**config.mk**
```make
export PLATFORM = sky130hd
export DESIGN_NAME = dlf16_int_accumulator
export DESIGN_NICKNAME = d
export VERILOG_FILES = /design/src/rtl/dlf16_int_accumulator.sv
export SDC_FILE = /design/constraint.sdc
export NUM_CORES = 1
export LEC_CHECK = 0
export BUFFER_PORTS_ARGS = -buffer_cell sky130_fd_sc_hd__buf_2
export CORE_MARGIN = 4
export CORE_UTILIZATION = 40
export CTS_CLUSTER_SIZE = 12
export DETAILED_ROUTE_END_ITERATION = 8
export SYNTH_ARGS = -nofsm -noshare
export SYNTH_HDL_FRONTEND = slang
export SYNTH_SLANG_ARGS = --single-unit
```
**constraint.sdc**
```tcl
create_clock -name clk -period 4.72 [get_ports clk]
set_clock_uncertainty 0.1 [all_clocks]
set_input_delay 0.236 -clock clk [delete_from_list [all_inputs] [get_ports clk]]
set_output_delay 0.236 -clock clk [all_outputs]
set_load 0.02 [all_outputs]
```
**src/rtl/dlf16_int_accumulator.sv**
```systemverilog
// Packet-summing int32 accumulator behind the DLFloat16-to-int32 converter.
// Define DLF16_ACC_SAT_EN to saturate out_sum instead of wrapping it.
module dlf16_int_accumulator #(
  parameter int unsigned ACC_W = 48,
  parameter int unsigned CNT_W = 16
) (
  input  logic              clk,
  input  logic              rst,
  input  logic [31:0]       in_data,
  input  logic              in_valid,
  input  logic              in_last,
  output logic              in_ready,
  output logic [31:0]       out_sum,
  output logic [CNT_W-1:0]  out_count,
  output logic              out_ovf,
  output logic              out_valid,
  input  logic              out_ready
);

  typedef enum logic {ACC, HOLD} state_t;

  state_t             state;
  logic [ACC_W-1:0]   acc;
  logic [CNT_W-1:0]   cnt;
  logic               cnt_sat;

  logic [ACC_W-1:0]   acc_nxt;
  logic [CNT_W-1:0]   cnt_nxt;
  logic               sat_nxt;
  logic               cnt_max;
  logic [ACC_W-32:0]  acc_hi;
  logic               ovf_range;
  logic [31:0]        sum_sel;
  logic               accept;

  assign in_ready = (state == ACC) && !rst;
  assign accept   = in_valid && in_ready;

  assign acc_nxt = acc + {{(ACC_W-32){in_data[31]}}, in_data};
  assign cnt_max = &cnt;
  assign cnt_nxt = cnt_max ? cnt : cnt + CNT_W'(1);
  assign sat_nxt = cnt_sat | cnt_max;

  // Sum fits int32 only when bits [ACC_W-1:31] are all equal
  assign acc_hi    = acc_nxt[ACC_W-1:31];
  assign ovf_range = (|acc_hi) && !(&acc_hi);

`ifdef DLF16_ACC_SAT_EN
  always_comb begin
    sum_sel = acc_nxt[31:0];
    if (ovf_range)
      sum_sel = acc_nxt[ACC_W-1] ? 32'h8000_0000 : 32'h7fff_ffff;
  end
`else
  assign sum_sel = acc_nxt[31:0];
`endif

  always_ff @(posedge clk) begin
    if (rst) begin
      state     <= ACC;
      acc       <= '0;
      cnt       <= '0;
      cnt_sat   <= 1'b0;
      out_sum   <= '0;
      out_count <= '0;
      out_ovf   <= 1'b0;
      out_valid <= 1'b0;
    end else begin
      unique case (state)
        ACC: begin
          if (accept) begin
            if (in_last) begin
              out_sum   <= sum_sel;
              out_count <= cnt_nxt;
              out_ovf   <= ovf_range | sat_nxt;
              out_valid <= 1'b1;
              acc       <= '0;
              cnt       <= '0;
              cnt_sat   <= 1'b0;
              state     <= HOLD;
            end else begin
              acc     <= acc_nxt;
              cnt     <= cnt_nxt;
              cnt_sat <= sat_nxt;
            end
          end
        end
        HOLD: begin
          if (out_ready) begin
            out_valid <= 1'b0;
            state     <= ACC;
          end
        end
        default: state <= ACC;
      endcase
    end
  end

endmodule

```
==> flow_summary.json, run 1 <==
{
  "hold_viol_final": 0,
  "cts_hold_buffers": 1,
  "rr_startpoint": "acc[0]",
  "status": "completed",
  "postCtsSetupRepairBufs": 0,
  "syn_area_um2": 7600,
  "ios": 88,
  "synth_ff_type": "dfxtp_1",
  "leakagePower_nw": 3.74,
  "synth_commonest_cells": "124 x nor2_1, 116 x dfxtp_1, 106 x nand2_1",
  "place_congestion": 0.927,
  "port_buffers": 87,
  "worst_hold_path.num_cells": 4,
  "numCtsBuffers": 17,
  "yosysUniqueCellTypes": 73,
  "synthTopCellsByArea": "dfxtp_1 31%, ha_1 7.9%, nor2_1 6.1%",
  "max_freq_mhz": 249,
  "grt_use_total_pct": 21.4,
  "min-delay-start": "in_data[0]",
  "cts_sinks": 116,
  "slew_viol_final": 0,
  "grt_pass1_wl_um": 37700,
  "fp.dieW_um": 146,
  "yosysWarnings": 0,
  "dr.pass1.iters": 5,
  "dieArea_um2": 21300,
  "die_h_um": 146,
  "worstMarginPinSlew_ns": 1.05,
  "crit_fanout": 4,
  "final_util_pct": 47.0,
  "num_rows": 50,
  "hpwl_um": 17100,
  "first_global_vias": 7133,
  "core_area_um2": 18700,
  "yosysTopAreaCell": "dfxtp_1",
  "place_area_um2": 8180,
  "critPathKind": "flop to flop",
  "num_vias": 7633,
  "relSlewSlack_pct": 29.8,
  "drive_above_1_share_pct": 14.0,
  "synth_nets": 1094,
  "cts.path.max_buffers": 2,
  "cp-end-kind": "flop",
  "ys_ff_latch": 116,
  "setup_violations": 0,
  "cts_tree": "built",
  "rrSetupSlack_ns": 0.71,
  "syn_area_per_cell_um2": 7.54,
  "cts_resized": 0,
  "viasPerCell": 5.82,
  "drt_iter0_drc": 634,
  "root_buffer": "clkbuf_16",
  "antenna_found_initial": 0,
  "h-tree-depth": 4,
  "drc": 0,
  "async_flop_share_pct": 0,
  "ys_seq_area_share_pct": 30.5,
  "drt-total-wl_um": 23300,
  "vdd_drop_max_mv": 0.242,
  "clock_latency_ns": 0.42,
  "synth_edf_count": 0,
  "yosysMostFrequentCell": "nor2_1",
  "rsz0062_at_grt": "no",
  "syn_to_final_growth_pct": 15.6,
  "start_util_pct": 40.6,
  "reg2reg_depth": 14,
  "stdcell_area_um2": 8790,
  "hold_class": "input pin to flop",
  "routedWlPerCell_um": 17.8,
  "r2r-end": "out_ovf",
  "p_per_area_nw_per_um2": 325,
  "nNetsFinal": 1152,
  "detail-route-antenna-nets": 0,
  "synth_cells": 1008,
  "fin_tns_setup_ns": 0,
  "finalCritPeriodShare_pct": 85.0,
  "grt_max_degree": 66,
  "maxCapViolCount": 0,
  "crit_path_start_kind": "flop",
  "cp.arrival_ns": 4.20,
  "period_needed_ns": 4.01,
  "path_clk_slew_ns": 0.06,
  "required_ns": 4.91,
  "synth_top_area_share_pct": 30.5,
  "hold_end": "out_sum[0]",
  "diodes": 0,
  "grt-ovfl-total": 0
}
-- critical path, stage by stage (launching register included) --
cell	delay, ns
dfxtp_1	0.32
ha_1	0.18
inv_1	0.06
fa_1	0.39
nand2b_1	0.18
a21oi_1	0.28
o21ai_1	0.23
o41a_1	0.47
and2_4	0.21
o21ai_4	0.17
xor2_2	0.20
nand2_1	0.06
or4_1	0.52
o41ai_1	0.42
nor2_1	0.08
-- logic make-up after synthesis --
| kind of cell | share of synthesized area (%) |
|---|---|
| fa+ha+maj | 8.16 |
| buf+inv | 4.00 |
| flops | 30.5 |
| xor+xnor | 5.61 |
| compound gates | 27.5 |
| mux | 0.675 |
| simple gates | 23.5 |
-- cell usage in the layout (no fill, tap or decap), types with 13 or more instances in the layout --
cell	instances
nand3_1	52
nor3_1	23
o21ai_0	84
a21oi_1	88
nand2_1	104
buf_2	87
nand4_1	19
a22oi_1	43
inv_1	20
nor2_1	122
dfxtp_1	116
xor2_1	18
xnor2_1	27
clkbuf_16	17
ha_1	48
a21o_1	15
a211oi_1	13
-- power breakdown --
group          internal, mW  switching (mW)
registers              1.02          0.0202
logic                 0.164           0.324
clock network         0.855           0.481
-- flip-flops by register name (all words and copies together), names as in the netlist --
| signal | count |
|---|---|
| out_sum | 32 |
| out_count | 16 |
| cnt_sat | 1 |
| out_ovf | 1 |
| cnt | 16 |
| out_valid | 1 |
| state | 1 |
| acc | 48 |
-- area by class of cell --
type                    instances  area (um2)
multi-input cells             814        4990
inverters                      21        78.8
well taps                     234         293
clock inverters                12         154
repair buffers                 96         505
fillers                      1913        9910
flip-flops and latches        116        2320
clock buffers                  19         453
-- stage by stage --
| step | power, mW | hold slack [ns] | cells | setup slack (ns) |
|---|---|---|---|---|
| 2_1_floorplan | 1.39 | 0.305 | 1008 | 1.23 |
| 3_3_place_gp | 1.54 | 0.333 | 1280 | 0.864 |
| 3_5_place_dp | 1.54 | 0.336 | 1280 | 0.758 |
| 4_1_cts | 2.88 | 0.0480 | 1312 | 0.700 |
| 5_1_grt | 2.98 | 0.111 | 1312 | 0.379 |
| 6_report | 2.86 | 0.0566 | 1312 | 0.707 |
-- worst max-delay path by stage --
stage / to / start
floorplan: out_ovf / acc[0]
global route: out_ovf / acc[0]
finish: out_ovf / acc[0]
global placement: out_ovf / in_data[0]
CTS: out_ovf / acc[0]
detailed placement: out_ovf / in_data[0]
-- routing by layer --
metal	vias up	global-route usage (%)	part of all wire [%]	routed length, um
li1	3790	-	-	-
met1	3552	30.4	48	11200
met2	259	33.5	44	10300
met3	32	3.99	6.4	1500
met4	0	5.56	1.4	331
met5	-	0	0	0
No activity file was read; power rests on OpenSTA's default activity.
==> run 2: changes to the inputs <==
Settings changed: BUFFER_PORTS_ARGS -buffer_cell sky130_fd_sc_hd__buf_2 to -buffer_cell sky130_fd_sc_hd__buf_4, HOLD_SLACK_MARGIN from default to 0.15.
==> run 2 against run 1 <==
Effect of this change:
- sequential power about the same
- worst setup slack worse by 0.17 ns
- worst hold slack better by 0.12 ns
- first-iteration DRC count down 0.47%
- power up 2.6%
- largest power group unchanged
- flip-flop and latch count unchanged
- fmax down 4.1%
- combinational power up 4.5%
- clock-buffer cell count unchanged
- non-clock buffer count up 2
- register-to-register slack worse by 0.06 ns
- global-route usage up 0.26 points
==> flow_summary.json, run 2 (same netlist as run 1, synthesis figures left out) <==
{
  "period_needed_ns": 4.18,
  "clock_latency_ns": 0.42,
  "drc": 0,
  "cts_resized": 0,
  "num_vias": 7698,
  "drt_iter0_drc": 631,
  "root_buffer": "clkbuf_16",
  "grt_use_total_pct": 21.7,
  "fp.dieW_um": 146,
  "cp.arrival_ns": 4.38,
  "path_delay_family": "compound AO/OA/AOI/OAI gates",
  "drive_above_1_share_pct": 14.1,
  "maxCapViolCount": 0,
  "hold_class": "input pin to flop",
  "setup_violations": 0,
  "dieArea_um2": 21300,
  "slowest_delay_ns": 0.53,
  "reg2reg_depth": 14,
  "syn_to_final_growth_pct": 19.0,
  "diodes": 0,
  "max_freq_mhz": 239,
  "final_util_pct": 48.4,
  "top_register": "acc",
  "vdd_drop_max_mv": 0.253,
  "detail-route-antenna-nets": 0,
  "top_regs": "acc x48, out_sum x32",
  "relSlewSlack_pct": 45.3,
  "routedWlPerCell_um": 18.0,
  "fin_tns_setup_ns": 0,
  "grt_pass1_wl_um": 37800,
  "port_buffers": 87,
  "rsz0062_at_grt": "no",
  "first_global_vias": 7097,
  "h-tree-depth": 4,
  "cts_sinks": 116,
  "cp-end-kind": "flop",
  "path_clk_slew_ns": 0.06,
  "hold_slack_ns": 0.181,
  "place_congestion": 0.956,
  "hpwl_um": 17300,
  "drt-total-wl_um": 23700,
  "core_area_um2": 18700,
  "status": "completed",
  "mostFrequentLayoutCell": "nor2_1",
  "critPathKind": "input pin to flop",
  "largest_reg_flops": 48,
  "worst_hold_path.num_cells": 4,
  "num_rows": 50,
  "grt-ovfl-total": 0,
  "worstMarginPinSlew_ns": 0.818,
  "leakagePower_nw": 3.79,
  "most-common-layout-cells": "122 x nor2_1, 116 x dfxtp_1, 104 x nand2_1",
  "crit_chain": "dlygate4sd3_1 -> buf_4 -> ha_1 -> inv_1 -> fa_1 -> nand2b_1 -> a21oi_1 -> o21ai_1 -> o41a_1 -> and2_4 -> o21ai_4 -> xor2_2 -> nand2_1 -> or4_1 -> o41ai_1 -> nor2_1",
  "finalCritPeriodShare_pct": 88.6,
  "crit_path_start_kind": "input pin",
  "hold_viol_final": 0,
  "nNetsFinal": 1154,
  "cpMaxStageDelayCell": "dlygate4sd3_1",
  "antenna_found_initial": 0,
  "cts.path.max_buffers": 2,
  "die_h_um": 146,
  "grt_max_degree": 67,
  "ios": 88,
  "dr.pass1.iters": 5,
  "start_util_pct": 40.6,
  "viasPerCell": 5.85,
  "p_total_mw": 2.93,
  "crit_buf_inv": 3,
  "numCtsBuffers": 17,
  "required_ns": 4.92,
  "cts_tree": "built",
  "crit_cells": 16,
  "p_per_area_nw_per_um2": 324,
  "slew_viol_final": 0,
  "crit_fanout": 4
}
run 2: power by group:
part / total (mW) / leakage [nW] / internal, mW / switching (mW)
Clock: 1.39 / 0.303 / 0.896 / 0.491
Sequential: 1.04 / 0.942 / 1.02 / 0.0217
Combinational: 0.510 / 2.55 / 0.185 / 0.325
Total: 2.93 / 3.79 / 2.10 / 0.837
run 2: layout make-up:
class / instances / area, um2
fill: 1867 / 9660
sequential: 116 / 2320
clock buffer: 19 / 443
multi-input combinational: 814 / 4990
clock inverter: 13 / 181
timing repair buffer: 98 / 741
tap: 234 / 293
inverter: 21 / 78.8
run 2: final timing paths:
check,from,to,slack (ns)
worst max-delay path,in_data[0],out_ovf,0.54
worst min-delay path,in_last,acc[1],0.18
worst max register to register,acc[0],out_ovf,0.65
worst min register to register,state,state,0.34
run 2: routing by layer:
metal / wire (um) / track usage (%) / share of wire (%) / vias to the layer above
li1: - / - / - / 3811
met1: 11700 / 32.0 / 50 / 3618
met2: 10400 / 33.1 / 44 / 247
met3: 1280 / 3.89 / 5.4 / 22
met4: 239 / 4.65 / 1.0 / 0
met5: 0 / 0 / 0 / -
run 2: metrics by stage:
| step | cell area (um2) | instances | worst slack, ns |
|---|---|---|---|
| after floorplan | 7600 | 1008 | 1.23 |
| after global placement | 8400 | 1281 | 0.872 |
| after detailed placement | 8400 | 1281 | 0.685 |
| after CTS | 9050 | 1315 | 0.580 |
| after global routing | 9050 | 1315 | 0.321 |
| final | 9050 | 1315 | 0.537 |
run 2: worst register-to-register path, cell delays in order, from the launching register on:
cell and delay, ns:
dfxtp_1 0.33, ha_1 0.18, inv_1 0.06, fa_1 0.39, nand2b_1 0.18, a21oi_1 0.30
o21ai_1 0.22, o41a_1 0.47, and2_4 0.21, o21ai_4 0.18, xor2_2 0.20, nand2_1 0.07
or4_1 0.52, o41ai_1 0.46, nor2_1 0.09
run 2: what timing repair did:
action / in CTS / in global routing
hold endpoints to repair: 3 / 0
buffers inserted: 0 / 0
hold buffers: 2 / 0
==> run 3: changes to the inputs <==
Settings changed: ABC_AREA from default to 1, CAP_MARGIN from default to 20.
==> run 3 against run 2 <==
Effect of this change:
- worst hold slack gained 0.047 ns
- clock power fell by 6%
- register-to-register slack gained 1.2 ns
- sequential share of layout area is 2.8 points lower
- global-route usage rose by 1.3 points
- largest power group unchanged
==> flow_summary.json, run 3 <==
{
  "cpMaxStageDelayCell": "dlygate4sd3_1",
  "grt-ovfl-total": 0,
  "cp-end-kind": "flop",
  "hpwl_um": 21800,
  "drc": 0,
  "min-delay-start": "in_data[18]",
  "crit_fanout": 4,
  "synth_edf_count": 0,
  "switching_share_pct": 31.5,
  "p_per_area_nw_per_um2": 283,
  "hold_slack_ns": 0.228,
  "port_buffers": 87,
  "path_delay_family": "simple AND/OR/NAND/NOR gates",
  "synth_compound_area_share_pct": 8.58,
  "drive_above_1_share_pct": 12.9,
  "synth_commonest_cells": "571 x nand2_1, 194 x inv_1, 116 x dfxtp_1",
  "cts_tree": "built",
  "leakagePower_nw": 5.19,
  "vdd_drop_max_mv": 0.231,
  "place_congestion": 0.970,
  "reg2reg_depth": 19,
  "synth_cells": 1451,
  "slowest_delay_ns": 0.53,
  "met1_usage_pct": 32.5,
  "pre_cts_ws_ns": 1.87,
  "fp.dieW_um": 155,
  "synthTopCellsByArea": "dfxtp_1 27%, nand2_1 25%, inv_1 8.4%",
  "ys_seq_area_share_pct": 26.9,
  "synth_xor_xnor_area_share_pct": 3.96,
  "cp-startpoint": "in_data[0]",
  "crit_chain": "dlygate4sd3_1 -> buf_4 -> ha_1 -> inv_1 -> fa_1 -> nor2_1 -> o21ai_0 -> nand2_1 -> nand2_1 -> nand2_1 -> nand2_1 -> nand2_1 -> nand2_1 -> nand2_2 -> inv_1 -> nor2_1 -> nand3_1 -> nor2_1 -> nand2_1 -> nand2_1 -> a21oi_2",
  "worstMarginPinSlew_ns": 0.793,
  "most-common-layout-cells": "570 x nand2_1, 194 x inv_1, 116 x dfxtp_1",
  "p_total_mw": 2.87,
  "crit_buf_inv": 4,
  "dieArea_um2": 24000,
  "yosysWarnings": 0,
  "mostFrequentLayoutCell": "nand2_1",
  "num_vias": 8893,
  "maxCapViolCount": 0,
  "cts_hold_buffers": 2,
  "dr.pass1.iters": 5,
  "grt_pass1_wl_um": 44300,
  "hold_viol_final": 0,
  "status": "completed",
  "first_global_vias": 8367,
  "largest_reg_flops": 48,
  "setup_ws_ns": 1.76,
  "root_buffer": "clkbuf_16",
  "cts_sinks": 116,
  "crit_top_cell": "nand2_1",
  "required_ns": 4.92,
  "clock_latency_ns": 0.42,
  "rsz0062_at_grt": "no",
  "cts_resized": 0,
  "yosysMostFrequentCell": "nand2_1",
  "synth_top_family_by_area": "simple AND/OR/NAND/NOR gates",
  "busiest_layer": "met2",
  "die_h_um": 155,
  "hold_class": "input pin to flop",
  "max_freq_mhz": 338,
  "antenna_found_initial": 0,
  "yosysUniqueCellTypes": 40,
  "viasPerCell": 4.90,
  "finalCritPeriodShare_pct": 62.7,
  "nNetsFinal": 1615,
  "num_rows": 53,
  "drt_iter0_drc": 629,
  "slew_viol_final": 0,
  "syn_area_per_cell_um2": 5.94,
  "grt_use_total_pct": 23.0,
  "cts.path.max_buffers": 2,
  "syn_to_final_growth_pct": 17.6,
  "relSlewSlack_pct": 47.1,
  "core_area_um2": 21100,
  "synth_simple_gate_area_share_pct": 42.9,
  "worst_hold_path.num_cells": 5,
  "period_needed_ns": 2.96,
  "fin_tns_setup_ns": 0,
  "p_int_mw": 1.97,
  "ys_ff_latch": 116,
  "combPwrFrac_pct": 18.3,
  "rr_startpoint": "acc[0]",
  "seq_power_share_pct": 36.1,
  "critPathKind": "input pin to flop",
  "hold_end": "out_sum[18]",
  "yosysTopAreaCell": "dfxtp_1",
  "detail-route-antenna-nets": 0,
  "crit_path_start_kind": "input pin",
  "ios": 88,
  "synthMuxAreaShare_pct": 0,
  "synth_nets": 1537,
  "path_clk_slew_ns": 0.06,
  "grt_max_degree": 69,
  "rrSetupSlack_ns": 1.87,
  "cp.arrival_ns": 3.16,
  "power_switching_uw": 905,
  "top_register": "acc",
  "syn_area_um2": 8620,
  "h-tree-depth": 4,
  "diodes": 0,
  "pwr-share-clk_pct": 45.7,
  "routedWlPerCell_um": 15.4,
  "numCtsBuffers": 17,
  "async_flop_share_pct": 0,
  "met2_usage_pct": 37.0,
  "synthAdderAreaFrac_pct": 7.20,
  "start_util_pct": 40.9,
  "drt-total-wl_um": 27900,
  "r2r-end": "out_ovf",
  "grt_use_met3_pct": 2.94,
  "setup_violations": 0,
  "postCtsSetupRepairBufs": 0,
  "synth_ff_type": "dfxtp_1",
  "top_regs": "acc x48, out_sum x32",
  "synth_top_area_share_pct": 26.9
}
run 3: worst max-delay path by stage:
stage               cells after the start  slack, ns       to
CTS                                    21       1.76  out_ovf
global placement                       16       1.86  out_ovf
global route                           21       1.55  out_ovf
floorplan                              19       2.47  out_ovf
detailed placement                     20       1.87  out_ovf
finish                                 21       1.76  out_ovf
run 3: power groups by stage:
stage	logic (mW)	clock network, mW	registers, mW
2_1_floorplan	0.321	0	1.08
3_3_place_gp	0.522	0	1.06
3_5_place_dp	0.520	0	1.06
4_1_cts	0.524	1.33	1.04
5_1_grt	0.581	1.38	1.04
6_report	0.525	1.31	1.04
run 3: cells by family after synthesis:
family | after synthesis
fa+ha+maj | 49
buf+inv | 239
simple gates | 868
flops | 116
compound gates | 140
xor+xnor | 39
run 3: metal layers:
metal  share of wire (%)  vias up
met1                  49     3970
met2                  44      214
met5                   0        -
met3                 4.2       35
li1                    -     4674
met4                 2.2        0
run 3: area by class of cell:
type	count	area [um2]
Clock buffer	17	425
Clock inverter	14	154
Fill cell	2324	10900
Inverter	204	766
Multi-Input combinational cell	1096	5420
Sequential cell	116	2320
Tap cell	275	344
Timing Repair Buffer	94	711
run 3: metrics by stage:
stage	instances	area [um2]	util, %
after floorplan	1451	8620	-
after global placement	1783	9540	45.2
after detailed placement	1783	9540	45.2
after CTS	1816	10100	48.1
after global routing	1816	10100	48.1
final	1816	10100	48.1
run 3: worst min-delay path, stage by stage:
cell	delay [ns]
buf_4	0.08
ha_1	0.19
xor2_1	0.11
nand2_1	0.06
nand2_1	0.04
